==> config.mk <==
export PLATFORM = sky130hd
export DESIGN_NAME = serial_byte_tx
export DESIGN_NICKNAME = d
export VERILOG_FILES = /design/src/rtl/serial_pkg.sv /design/src/rtl/serial_bit_timer.sv /design/src/rtl/serial_byte_tx.sv
export SDC_FILE = /design/constraint.sdc
export NUM_CORES = 1
export LEC_CHECK = 0
export ABC_AREA = 1
export BUFFER_PORTS_ARGS = -buffer_cell sky130_fd_sc_hd__buf_2
export CORE_UTILIZATION = 49
export DETAILED_ROUTE_END_ITERATION = 8
export GPL_ROUTABILITY_DRIVEN = 0
export PLACE_DENSITY = 0.81
export SLEW_MARGIN = 10
export SYNTH_ARGS = -nofsm -noshare
export SYNTH_HDL_FRONTEND = slang
export SYNTH_SLANG_ARGS = --single-unit
==> constraint.sdc <==
create_clock -name clk -period 1.35 [get_ports clk]
set_clock_uncertainty 0.2 [all_clocks]
set_input_delay 0.3375 -clock clk [delete_from_list [all_inputs] [get_ports clk]]
set_output_delay 0.3375 -clock clk [all_outputs]
set_load 0.01 [all_outputs]
==> src/rtl/serial_pkg.sv <==
// rtl/serial_pkg.sv - shared state encoding and line constants for the serial byte tx/rx pair
package serial_pkg;

  typedef enum logic [2:0] {
    IDLE,
    START,
    DATA,
    PARITY,
    STOP
  } serial_state_e;

  localparam logic START_BIT  = 1'b0;
  localparam logic STOP_BIT   = 1'b1;
  localparam logic IDLE_LEVEL = 1'b1;
  localparam int   DATA_BITS  = 8;

endpackage

==> src/rtl/serial_bit_timer.sv <==
// rtl/serial_bit_timer.sv - per-bit cycle counter, pulses bit_end on the last cycle of each bit
module serial_bit_timer #(
  parameter int CLKS_PER_BIT = 1
) (
  input  logic clk,
  input  logic reset,
  input  logic clear,
  output logic bit_end
);

  localparam int CW = (CLKS_PER_BIT > 1) ? $clog2(CLKS_PER_BIT) : 1;
  localparam logic [CW-1:0] LAST = CW'(CLKS_PER_BIT - 1);

  logic [CW-1:0] count_q;
  logic [CW-1:0] count_d;

  // With a single cycle per bit the count never leaves zero, so every cycle ends a bit.
  assign bit_end = (count_q == LAST);

  always_comb begin
    count_d = count_q + 1'b1;
    if (clear || bit_end) begin
      count_d = '0;
    end
  end

  always_ff @(posedge clk) begin
    if (reset) begin
      count_q <= '0;
    end else begin
      count_q <= count_d;
    end
  end

endmodule

==> src/rtl/serial_byte_tx.sv <==
// rtl/serial_byte_tx.sv - start/8-data/[parity]/stop serial transmitter, LSB first, zero-gap back-to-back
module serial_byte_tx
  import serial_pkg::*;
#(
  parameter int CLKS_PER_BIT = 1,
  parameter int PARITY_EN    = 0,
  parameter int STOP_BITS    = 1
) (
  input  logic       clk,
  input  logic       reset,
  input  logic [7:0] in_byte,
  input  logic       in_valid,
  output logic       in_ready,
  output logic       out,
  output logic       busy,
  output logic       done
);

  localparam int IW = $clog2(DATA_BITS);

  serial_state_e          state_q, state_d;
  logic [DATA_BITS-1:0]   shift_q, shift_d;
  logic                   parity_q, parity_d;
  logic [IW-1:0]          bit_idx_q, bit_idx_d;
  logic                   stop_idx_q, stop_idx_d;
  logic                   out_q, out_d;
  logic                   bit_end;
  logic                   last_stop;
  logic                   done_w;
  logic                   accept;

  serial_bit_timer #(
    .CLKS_PER_BIT(CLKS_PER_BIT)
  ) u_timer (
    .clk    (clk),
    .reset  (reset),
    .clear  (state_q == IDLE),
    .bit_end(bit_end)
  );

  assign last_stop = (stop_idx_q == 1'(STOP_BITS - 1));
  assign done_w    = (state_q == STOP) && bit_end && last_stop;
  assign in_ready  = (state_q == IDLE) || done_w;
  assign accept    = in_valid && in_ready;
  assign done      = done_w;
  assign busy      = (state_q != IDLE);
  assign out       = out_q;

  always_comb begin
    state_d    = state_q;
    shift_d    = shift_q;
    parity_d   = parity_q;
    bit_idx_d  = bit_idx_q;
    stop_idx_d = stop_idx_q;
    case (state_q)
      START: begin
        if (bit_end) begin
          state_d   = DATA;
          bit_idx_d = '0;
        end
      end
      DATA: begin
        if (bit_end) begin
          if (bit_idx_q == IW'(DATA_BITS - 1)) begin
            state_d    = (PARITY_EN != 0) ? PARITY : STOP;
            stop_idx_d = 1'b0;
          end else begin
            shift_d   = shift_q >> 1;
            bit_idx_d = bit_idx_q + 1'b1;
          end
        end
      end
      PARITY: begin
        if (bit_end) begin
          state_d    = STOP;
          stop_idx_d = 1'b0;
        end
      end
      STOP: begin
        if (bit_end) begin
          if (last_stop) begin
            state_d = IDLE;
          end else begin
            stop_idx_d = stop_idx_q + 1'b1;
          end
        end
      end
      default: ;
    endcase

    // Acceptance on the final stop cycle chains straight into the next start bit.
    if (accept) begin
      state_d  = START;
      shift_d  = in_byte;
      parity_d = ^in_byte;
    end

    case (state_d)
      START:   out_d = START_BIT;
      DATA:    out_d = shift_d[0];
      PARITY:  out_d = parity_d;
      IDLE:    out_d = IDLE_LEVEL;
      default: out_d = STOP_BIT;
    endcase
  end

  always_ff @(posedge clk) begin
    if (reset) begin
      state_q    <= IDLE;
      shift_q    <= '0;
      parity_q   <= 1'b0;
      bit_idx_q  <= '0;
      stop_idx_q <= 1'b0;
      out_q      <= IDLE_LEVEL;
    end else begin
      state_q    <= state_d;
      shift_q    <= shift_d;
      parity_q   <= parity_d;
      bit_idx_q  <= bit_idx_d;
      stop_idx_q <= stop_idx_d;
      out_q      <= out_d;
    end
  end

endmodule

==> results.py <==
metrics = {
    "timing": {
        "finalSetupTns_ns": -2.800,
        "fmax_mhz": 618.7,
        "period_minus_slack_ns": 1.616,
        "finalSetupViolCount": 19,
        "hold_viol": 0,
        "setup_ws_ns": -0.2662,
        "rsz0062_at_grt": "yes",
        "post-route-period-util": 1.197,
        "slew_viol_final": 0,
    },
    "final_layout": {
        "multi_input_area_sq_um": 696.9,
        "fin_nets": 187,
        "areaGrowthSynthToFinish_pct": 43.33,
        "finalNonFillerCells": 198,
        "n_antenna_cell": 0,
        "layout-drive-gt1-share": 0.4624,
        "fillers": 138,
        "seq_area_sq_um": 355.3,
    },
    "power": {
        "vdd_drop_max_uv": 913.6,
        "power.total_mw": 1.526,
        "leakage_nw": 0.6173,
        "powerDensity_mw_per_mm2": 1091,
    },
    "synthesis": {
        "yosysTopAreaCellShare": 0.3487,
        "syn_area_sq_um": 975.9,
        "yosys.area.top_type": "dfxtp_1",
        "syn_area_per_cell_sq_um": 6.777,
        "ys_seq_elements": 17,
        "ys_seq_area_frac": 0.3487,
        "synthesis.nets": 157,
        "yosys_warnings": 0,
        "synth_area_leaders": "dfxtp_1 (35%), nand2_1 (20%), inv_1 (5.0%)",
        "synthCells": 144,
        "synth.distinct_cells": 25,
    },
    "setup_path": {
        "crit_type": "flip-flop to output port",
        "max_stage_delay_ns": 0.37,
        "worst_setup_path_start_kind": "flip-flop",
        "path_cells": "nor2_2 -> nand2_1 -> buf_2",
        "r2r_slack_ns": -0.19,
        "r2r_cells": 9,
        "rr_endpoint": "out",
        "arrival_ns": 1.08,
        "critPathCaptureType": "output port",
        "critPathMaxFanout": 3,
        "required_ns": 0.81,
        "slowest_stage": "dfxtp_4",
        "r2r_start": "state_q[0]",
    },
    "global_routing": {
        "use_met1": 0.2607,
        "grt_pass1_wl_um": 3429,
        "globalRouteMet2Util": 0.4167,
        "grt_pass1_vias": 868,
        "grt_max_degree": 17,
        "grtUsageTotal": 0.2326,
        "antenna_found_initial": 0,
        "grt_busiest_layer": "met2",
        "overflow": 0,
        "grt_util_met3": 0.01176,
    },
    "floorplan": {
        "dieArea_sq_mm": 0.002174,
        "io_pins": 15,
        "start_util": 0.5417,
        "die_h_um": 46.63,
        "rows": 15,
        "chipWidth_um": 46.63,
        "core_sq_mm": 0.001802,
    },
    "routing": {
        "viasPerCell": 4.949,
        "routedWlPerCell_um": 11.66,
        "drtIter0Drc": 11,
        "firstDrtPassIters": 4,
        "antenna_left": 0,
        "post-route-drc-count": 0,
        "via_count": 980,
        "wl_um": 2308,
    },
    "cts": {
        "clockBufferDepth": 2,
        "cts_buffers": 3,
        "hold_buffers": 0,
        "root_buffer": "clkbuf_4",
        "clock_latency_ns": 0.30,
        "cts_tree": "done",
        "cts.htree.levels": 1,
        "clkTransAtPathRegs_ns": 0.10,
        "cts.sinks": 17,
    },
    "worst_hold_path": {
        "hold_path_class": "input pin to flip-flop",
        "min_path_cells": 3,
        "min_from": "in_byte[6]",
        "whs_endpoint": "shift_q[6]",
    },
    "status": {
        "status": "finished with violations",
        "violations": "setup timing",
    },
    "placed_design": {
        "portBuffers": 14,
        "dp_cells": 188,
        "hpwl_um": 1580,
    },
    "job": {
        "drv_cap": 0,
    },
}
==> worst max path at each step <==
stage               cells after the start         end  slack, ns          from
floorplan                               8  shift_q[1]      -0.06  bit_idx_q[0]
global placement                       10         out      -0.11  bit_idx_q[0]
detailed placement                      9         out      -0.18  bit_idx_q[0]
CTS                                     4    in_ready      -0.26    state_q[1]
global route                            4    in_ready      -0.29    state_q[0]
finish                                  3        busy      -0.27    state_q[2]
==> power by group <==
part / switching, mW / total [mW] / internal (mW)
clock network: 0.170 / 0.281 / 0.111
logic: 0.338 / 0.634 / 0.295
registers: 0.0517 / 0.612 / 0.560
total: 0.560 / 1.53 / 0.966
==> layer usage <==
| metal | vias to the layer above | share of wire |
|---|---|---|
| met5 | - | 0 |
| li1 | 515 | - |
| met3 | 5 | 0.018 |
| met4 | 0 | 0.030 |
| met1 | 444 | 0.43 |
| met2 | 16 | 0.52 |
==> repair_timing <==
item / in CTS / in global routing
setup buffers: 3 / 2
pin swaps: 20 / 14
gates resized for setup: 21 / 26
gates cloned: 2 / 0
setup endpoints to repair: 18 / 19
==> cells in the final DEF, fill, tap and decap left out, types with 3 or more instances in the layout <==
cell type,n
nor2_1,8
nor2_4,5
buf_4,8
a21oi_2,5
a31oi_1,4
xnor2_1,3
nand2_2,11
buf_6,4
nand2_1,41
inv_1,9
xor2_1,4
nand2_4,3
clkbuf_4,3
nand4_1,3
dfxtp_1,11
nand3_1,5
inv_2,4
buf_2,13
dfxtp_4,3
dfxtp_2,3
==> area by class of cell <==
cell class,count,share of cell area
Clock inverter,1,0.003578
Sequential cell,17,0.2540
Inverter,16,0.05009
Multi-Input combinational cell,108,0.4982
Tap cell,25,0.02236
Timing Repair inverter,1,0.005367
Clock buffer,3,0.01610
Timing Repair Buffer,27,0.1503
==> metrics by stage <==
step / setup WS [ns] / hold slack [ns] / area, sq um / util
floorplan: -0.06095 / 0.2319 / 1013 / -
global placement: -0.1128 / 0.2436 / 1167 / 0.6479
detailed placement: -0.1760 / 0.2650 / 1167 / 0.6479
CTS: -0.2570 / 0.1170 / 1323 / 0.7340
global route: -0.2857 / 0.1315 / 1399 / 0.7764
finish: -0.2662 / 0.1116 / 1399 / 0.7764
==> flip-flops by register name, indices dropped and copies added (netlist names) <==
signal	count
shift_q	8
u_timer.count_q	1
out	1
state_q	3
parity_q	1
bit_idx_q	3
==> cells in the mapped netlist <==
| cell | n |
|---|---|
| xnor2_1 | 3 |
| nand2_2 | 3 |
| inv_2 | 2 |
| nor2_4 | 2 |
| ha_1 | 2 |
| nor2_8 | 1 |
| inv_1 | 13 |
| dfxtp_1 | 17 |
| buf_2 | 1 |
| a31oi_1 | 6 |
| o21ai_2 | 1 |
| buf_6 | 1 |
| inv_4 | 1 |
| o21ai_0 | 1 |
| nor2_2 | 2 |
| a21oi_1 | 7 |
| nor3_1 | 1 |
| nor2_1 | 11 |
| nand3_1 | 7 |
| nand4_1 | 3 |
| nand2_1 | 52 |
| nand3b_1 | 1 |
| clkbuf_1 | 1 |
| conb_1 | 1 |
| xor2_1 | 4 |
==> kinds of logic after synthesis <==
group	count (synthesis)	share of synthesized area
flops	17	0.3487
xor+xnor	7	0.06282
fa+ha+maj	2	0.02564
buf+inv	19	0.08462
other cells	1	0.003842
simple gates	83	0.3859
compound gates	15	0.08846
==> critical path, delay by kind of cell (launching register included) <==
kind / cells / cell delay (ns)
buf+inv: 1 / 0.15
flops: 1 / 0.37
simple gates: 2 / 0.26
No activity file was read; power rests on OpenSTA's default activity.
